$ cat src/rtl/rgb_ws2812_tx.sv
// WS2812 single-wire pixel transmitter.
// Sends GRB MSB-first with pulse-width bit coding, then holds the latch-low period.
module rgb_ws2812_tx #(
  parameter int T0H          = 20,
  parameter int T1H          = 40,
  parameter int T_BIT        = 63,
  parameter int RESET_CYCLES = 2500,
  parameter int NUM_LEDS     = 8
) (
  input  logic       clk,
  input  logic       reset,
  input  logic [7:0] r_in,
  input  logic [7:0] g_in,
  input  logic [7:0] b_in,
  input  logic       pix_valid,
  output logic       pix_ready,
  output logic       dout,
  output logic       busy,
  output logic       frame_done
);

  localparam int CW = $clog2(T_BIT) + 1;
  localparam int PW = $clog2(NUM_LEDS) + 1;
  localparam int LW = $clog2(RESET_CYCLES) + 1;

  localparam logic [CW-1:0] C_BIT_END = CW'(T_BIT - 1);
  localparam logic [CW-1:0] C_T0H     = CW'(T0H);
  localparam logic [CW-1:0] C_T1H     = CW'(T1H);
  localparam logic [PW-1:0] C_PIX_END = PW'(NUM_LEDS - 1);
  localparam logic [LW-1:0] C_LAT_END = LW'(RESET_CYCLES - 1);

  typedef enum logic [1:0] {
    S_IDLE,
    S_SEND,
    S_LATCH
  } state_t;

  state_t        r_state;
  logic [23:0]   r_shreg;
  logic [4:0]    r_bit_idx;
  logic [CW-1:0] r_bit_cnt;
  logic [PW-1:0] r_pix_cnt;
  logic [LW-1:0] r_lat_cnt;

  logic          w_bit_end;
  logic          w_pix_end;
  logic          w_hs;
  logic          w_nxt_high;
  logic [CW-1:0] w_nxt_cnt;
  logic [23:0]   w_nxt_sh;
  logic [LW-1:0] w_lat_inc;

  assign w_bit_end = (r_bit_cnt == C_BIT_END);
  assign w_pix_end = w_bit_end && (r_bit_idx == 5'd0);
  assign w_hs      = pix_valid && pix_ready;
  assign w_nxt_cnt = w_bit_end ? '0 : r_bit_cnt + CW'(1);
  assign w_nxt_sh  = w_bit_end ? {r_shreg[22:0], 1'b0} : r_shreg;
  assign w_lat_inc = r_lat_cnt + LW'(1);

  // dout is registered, so it is derived from the counter value of the next cycle
  assign w_nxt_high = w_nxt_cnt < (w_nxt_sh[23] ? C_T1H : C_T0H);

  always_ff @(posedge clk or posedge reset) begin
    if (reset) begin
      r_state    <= S_IDLE;
      r_shreg    <= '0;
      r_bit_idx  <= '0;
      r_bit_cnt  <= '0;
      r_pix_cnt  <= '0;
      r_lat_cnt  <= '0;
      pix_ready  <= 1'b0;
      dout       <= 1'b0;
      busy       <= 1'b0;
      frame_done <= 1'b0;
    end else begin
      frame_done <= 1'b0;
      unique case (r_state)
        S_IDLE: begin
          pix_ready <= 1'b1;
          dout      <= 1'b0;
          busy      <= 1'b0;
          if (w_hs) begin
            r_shreg   <= {g_in, r_in, b_in};
            r_bit_idx <= 5'd23;
            r_bit_cnt <= '0;
            r_state   <= S_SEND;
            pix_ready <= 1'b0;
            busy      <= 1'b1;
            dout      <= 1'b1;
          end
        end
        S_SEND: begin
          r_bit_cnt <= w_nxt_cnt;
          r_shreg   <= w_nxt_sh;
          dout      <= w_nxt_high;
          if (w_bit_end) begin
            r_bit_idx <= r_bit_idx - 5'd1;
          end
          if (w_pix_end) begin
            dout <= 1'b0;
            if (r_pix_cnt == C_PIX_END) begin
              r_state    <= S_LATCH;
              r_lat_cnt  <= '0;
              frame_done <= (C_LAT_END == '0);
            end else begin
              r_pix_cnt <= r_pix_cnt + PW'(1);
              r_state   <= S_IDLE;
              pix_ready <= 1'b1;
              busy      <= 1'b0;
            end
          end
        end
        S_LATCH: begin
          dout <= 1'b0;
          if (r_lat_cnt == C_LAT_END) begin
            r_state   <= S_IDLE;
            r_pix_cnt <= '0;
            pix_ready <= 1'b1;
            busy      <= 1'b0;
          end else begin
            r_lat_cnt  <= w_lat_inc;
            frame_done <= (w_lat_inc == C_LAT_END);
          end
        end
        default: r_state <= S_IDLE;
      endcase
    end
  end

endmodule
$ cat config.mk
export PLATFORM = sky130hd
export DESIGN_NAME = rgb_ws2812_tx
export DESIGN_NICKNAME = d
export VERILOG_FILES = /design/src/rtl/rgb_ws2812_tx.sv
export SDC_FILE = /design/constraint.sdc
export NUM_CORES = 1
export LEC_CHECK = 0
export CAP_MARGIN = 25
export CORE_MARGIN = 2
export CORE_UTILIZATION = 52
export CTS_BUF_LIST = sky130_fd_sc_hd__clkbuf_4 sky130_fd_sc_hd__clkbuf_8 sky130_fd_sc_hd__clkbuf_16
export DETAILED_ROUTE_END_ITERATION = 7
export PLACE_DENSITY = 0.74
export REMOVE_ABC_BUFFERS = 1
export SYNTH_ARGS = -nofsm -noshare
export SYNTH_HDL_FRONTEND = slang
export SYNTH_SLANG_ARGS = --single-unit
$ cat constraint.sdc
create_clock -name clk -period 2.3 [get_ports clk]
set_input_delay 0.575 -clock clk [delete_from_list [all_inputs] [get_ports clk]]
set_output_delay 0.575 -clock clk [all_outputs]
set_load 0.02 [all_outputs]
==> reports/metrics.yaml <==
floorplanning:
  io_pins: 31
  num_rows: 29
  die_w_um: 85.06
  dieArea_um2: 7235
  initial_core_util_pct: 53.81
  die-height_um: 85.06
  coreArea_um2: 6350
worst_setup_path:
  reg2reg_from: "r_bit_idx[1]"
  reg2reg_to: "r_lat_cnt[3]"
  cp-end-kind: "register"
  cp-startpoint: "r_bit_idx[1]"
  cp-start-kind: "register"
  crit_required_ns: 2.57
  crit_type: "reg2reg"
  crit_arrival_ns: 2.52
  r2r.worst_path.cells: 8
  critPathMaxFanout: 4
  rrSetupSlack_ns: 0.05
sta:
  period_share_pct: 97.79
  clock_skew_ns: 0.008580
  fin_ws_ns: 0.05084
  worstMarginPinSlew_ns: 0.5237
  whs_ns: 0.5293
  final_max_slew_viol_count: 0
  slew-limit-headroom_pct: 65.09
  hold_viol: 0
  fin_crit_ns: 2.249
  fmax_ghz: 0.4446
  finalSetupViolCount: 0
  rsz0062_at_grt: "true"
logic_synthesis:
  yosysSeqAreaShare_pct: 43.21
  netlist.area_leader.share_pct: 43.21
  synth_edf_count: 0
  synthTopCellsByArea: "dfrtp_1, o22ai_1, ha_1, a21oi_1, nand2_1"
  yosys_warnings: 0
  ys_ff_latch: 59
  avgSynthCellArea_um2: 9.064
  yosysUniqueCellTypes: 55
  yosys.area.top_type: "dfrtp_1"
  yosys.cell_count.top_type: "dfrtp_1"
  synth_common_cells: "dfrtp_1, o22ai_1, nand2_1, nor2_1, a21oi_1"
  async_flop_share_pct: 100.0
  syn_inst: 377
  synth_area_um2: 3417
  synth_ff_type: "dfrtp_1"
route:
  drt_pre_antenna_iters: 4
  drt_iter0_markers: 146
  wl_um: 8270
  route.detailed.drc: 0
  wire_per_inst_um: 16.18
  routed_via_density: 6.043
  ant_nets: 0
  vias: 3088
final_layout:
  fin_cells: 511
  antennaDiodeCount: 0
  drive_gt1_share_pct: 18.43
  synthToLayoutAreaGrowth_pct: 25.74
  final_util_pct: 67.66
  fin_nets: 468
clocking:
  cts_sinks: 59
  cts_hold_buf: 0
  cts.path.max_buffers: 2
  tritoncts: "built"
  root_buffer: "clkbuf_8"
  clkTransAtPathRegs_ns: 0.08
  cts_made_buffers: 9
  worstSkewPairLatency_ns: 0.35
  cts_htree_levels: 3
placement:
  place.gp.congestion: 0.8462
  dp_hpwl_um: 5415
  dp_cells: 489
  portBuffers: 30
  dp_slack_ns: -0.08158
run:
  cap_violations: 0
global_route:
  first_global_vias: 2938
  grt_util_all_layers_pct: 23.36
  gr-total-overflow: 0
  grt_max_degree: 32
  grt_antenna_before_repair: 0
  grt_pass1_wl_um: 13590
power_and_ir_drop:
  power.leakage_nw: 1.789
  cellPowerDensity_nw_per_um2: 1150
  ir_worst_vdd_mv: 0.7449
hold_path:
  holdCritPathClass: "in2async"
status:
  status: "completed"
final cells by class:
class / instances / area (µm²)
Inverter: 18 / 67.56
Clock inverter: 7 / 78.83
Multi-Input combinational cell: 278 / 1878
Sequential cell: 59 / 1476
Tap cell: 77 / 96.34
Fill cell: 504 / 2053
Timing Repair Buffer: 63 / 575.6
Clock buffer: 9 / 123.9
sequential cells by signal, summed over array words and instances (netlist names):
name	count
busy	1
r_pix_cnt	4
r_shreg	24
r_bit_idx	5
r_bit_cnt	7
r_lat_cnt	13
r_state	2
pix_ready	1
frame_done	1
dout	1
metal layers:
metal | track usage (%) | vias to the layer above | share of wire [%]
met5 | 0 | - | 0
met4 | 10.53 | 0 | 1.9
met3 | 5.156 | 13 | 4.4
met2 | 36.29 | 86 | 47
met1 | 31.38 | 1484 | 46
li1 | - | 1505 | -
logic make-up after synthesis:
logic type | after synthesis | share of synthesized area (%)
AND/OR/NAND/NOR | 128 | 19.92
AO/OA/AOI/OAI | 123 | 23.76
flip-flops | 59 | 43.21
buffers and inverters | 40 | 4.504
adder cells (fa/ha/maj) | 12 | 4.394
XOR/XNOR | 8 | 2.051
multiplexers | 7 | 2.160
how the worst max path moves through the flow:
stage,end,slack [ns],cells past startpoint
after global placement,r_lat_cnt[2],-0.01,7
after CTS,r_lat_cnt[5],-0.00004,9
after global routing,r_lat_cnt[7],-0.05,9
after detailed placement,r_lat_cnt[2],-0.08,7
after floorplan,r_shreg[12],-0.91,7
final,r_lat_cnt[3],0.05,8
repair_timing:
item                                    in CTS  in global routing
pin swaps                                    7                 14
buffers inserted                             3                  4
gates cloned                                 0                  0
endpoints found under the setup margin       8                 15
gates resized for setup                     12                 11
through the flow:
stage / cell area [µm²] / total power, W / TNS [ns]
CTS: 4229 / 0.004852 / -0.00004241
floorplan: 3331 / 0.003082 / -15.98
detailed placement: 3946 / 0.003784 / -0.3557
finish: 4297 / 0.004940 / 0
global placement: 3946 / 0.003704 / -0.02822
global route: 4297 / 0.005297 / -0.1855
where the power goes:
group / total (W) / internal [W] / leakage, nW / switching, W
Sequential: 0.00165 / 0.00138 / 0.714 / 0.000276
Combinational: 0.00232 / 0.00101 / 0.972 / 0.00131
Clock: 0.000969 / 0.000507 / 0.103 / 0.000462
Total: 0.00494 / 0.00290 / 1.79 / 0.00204
worst max-delay path: stages (launching register included):
cell and delay, ns:
dfrtp_1 0.40, inv_2 0.08, ha_4 0.13, or4b_4 0.48, o41ai_4 0.29, buf_4 0.19
nand2_2 0.08, or4_1 0.44, o211ai_2 0.08
layout by cell type (no fill, tap or decap), types with 4 or more instances in the layout:
master / netlist / final
inv_2: 0 / 4
xnor2_1: 5 / 5
clkdlybuf4s50_1: 0 / 30
o21ai_0: 19 / 18
ha_1: 12 / 10
buf_6: 0 / 4
o22ai_1: 31 / 31
a21oi_1: 29 / 29
a211o_1: 4 / 4
dfrtp_1: 59 / 59
inv_1: 18 / 14
nand3_1: 13 / 13
nand2_1: 30 / 30
buf_4: 0 / 28
a21o_1: 6 / 6
clkinv_4: 0 / 5
nor3_1: 10 / 7
mux2i_1: 4 / 4
a31oi_1: 4 / 4
nand4_1: 7 / 7
clkbuf_8: 0 / 9
nor2_1: 30 / 29
No activity file was read; power rests on OpenSTA's default activity.
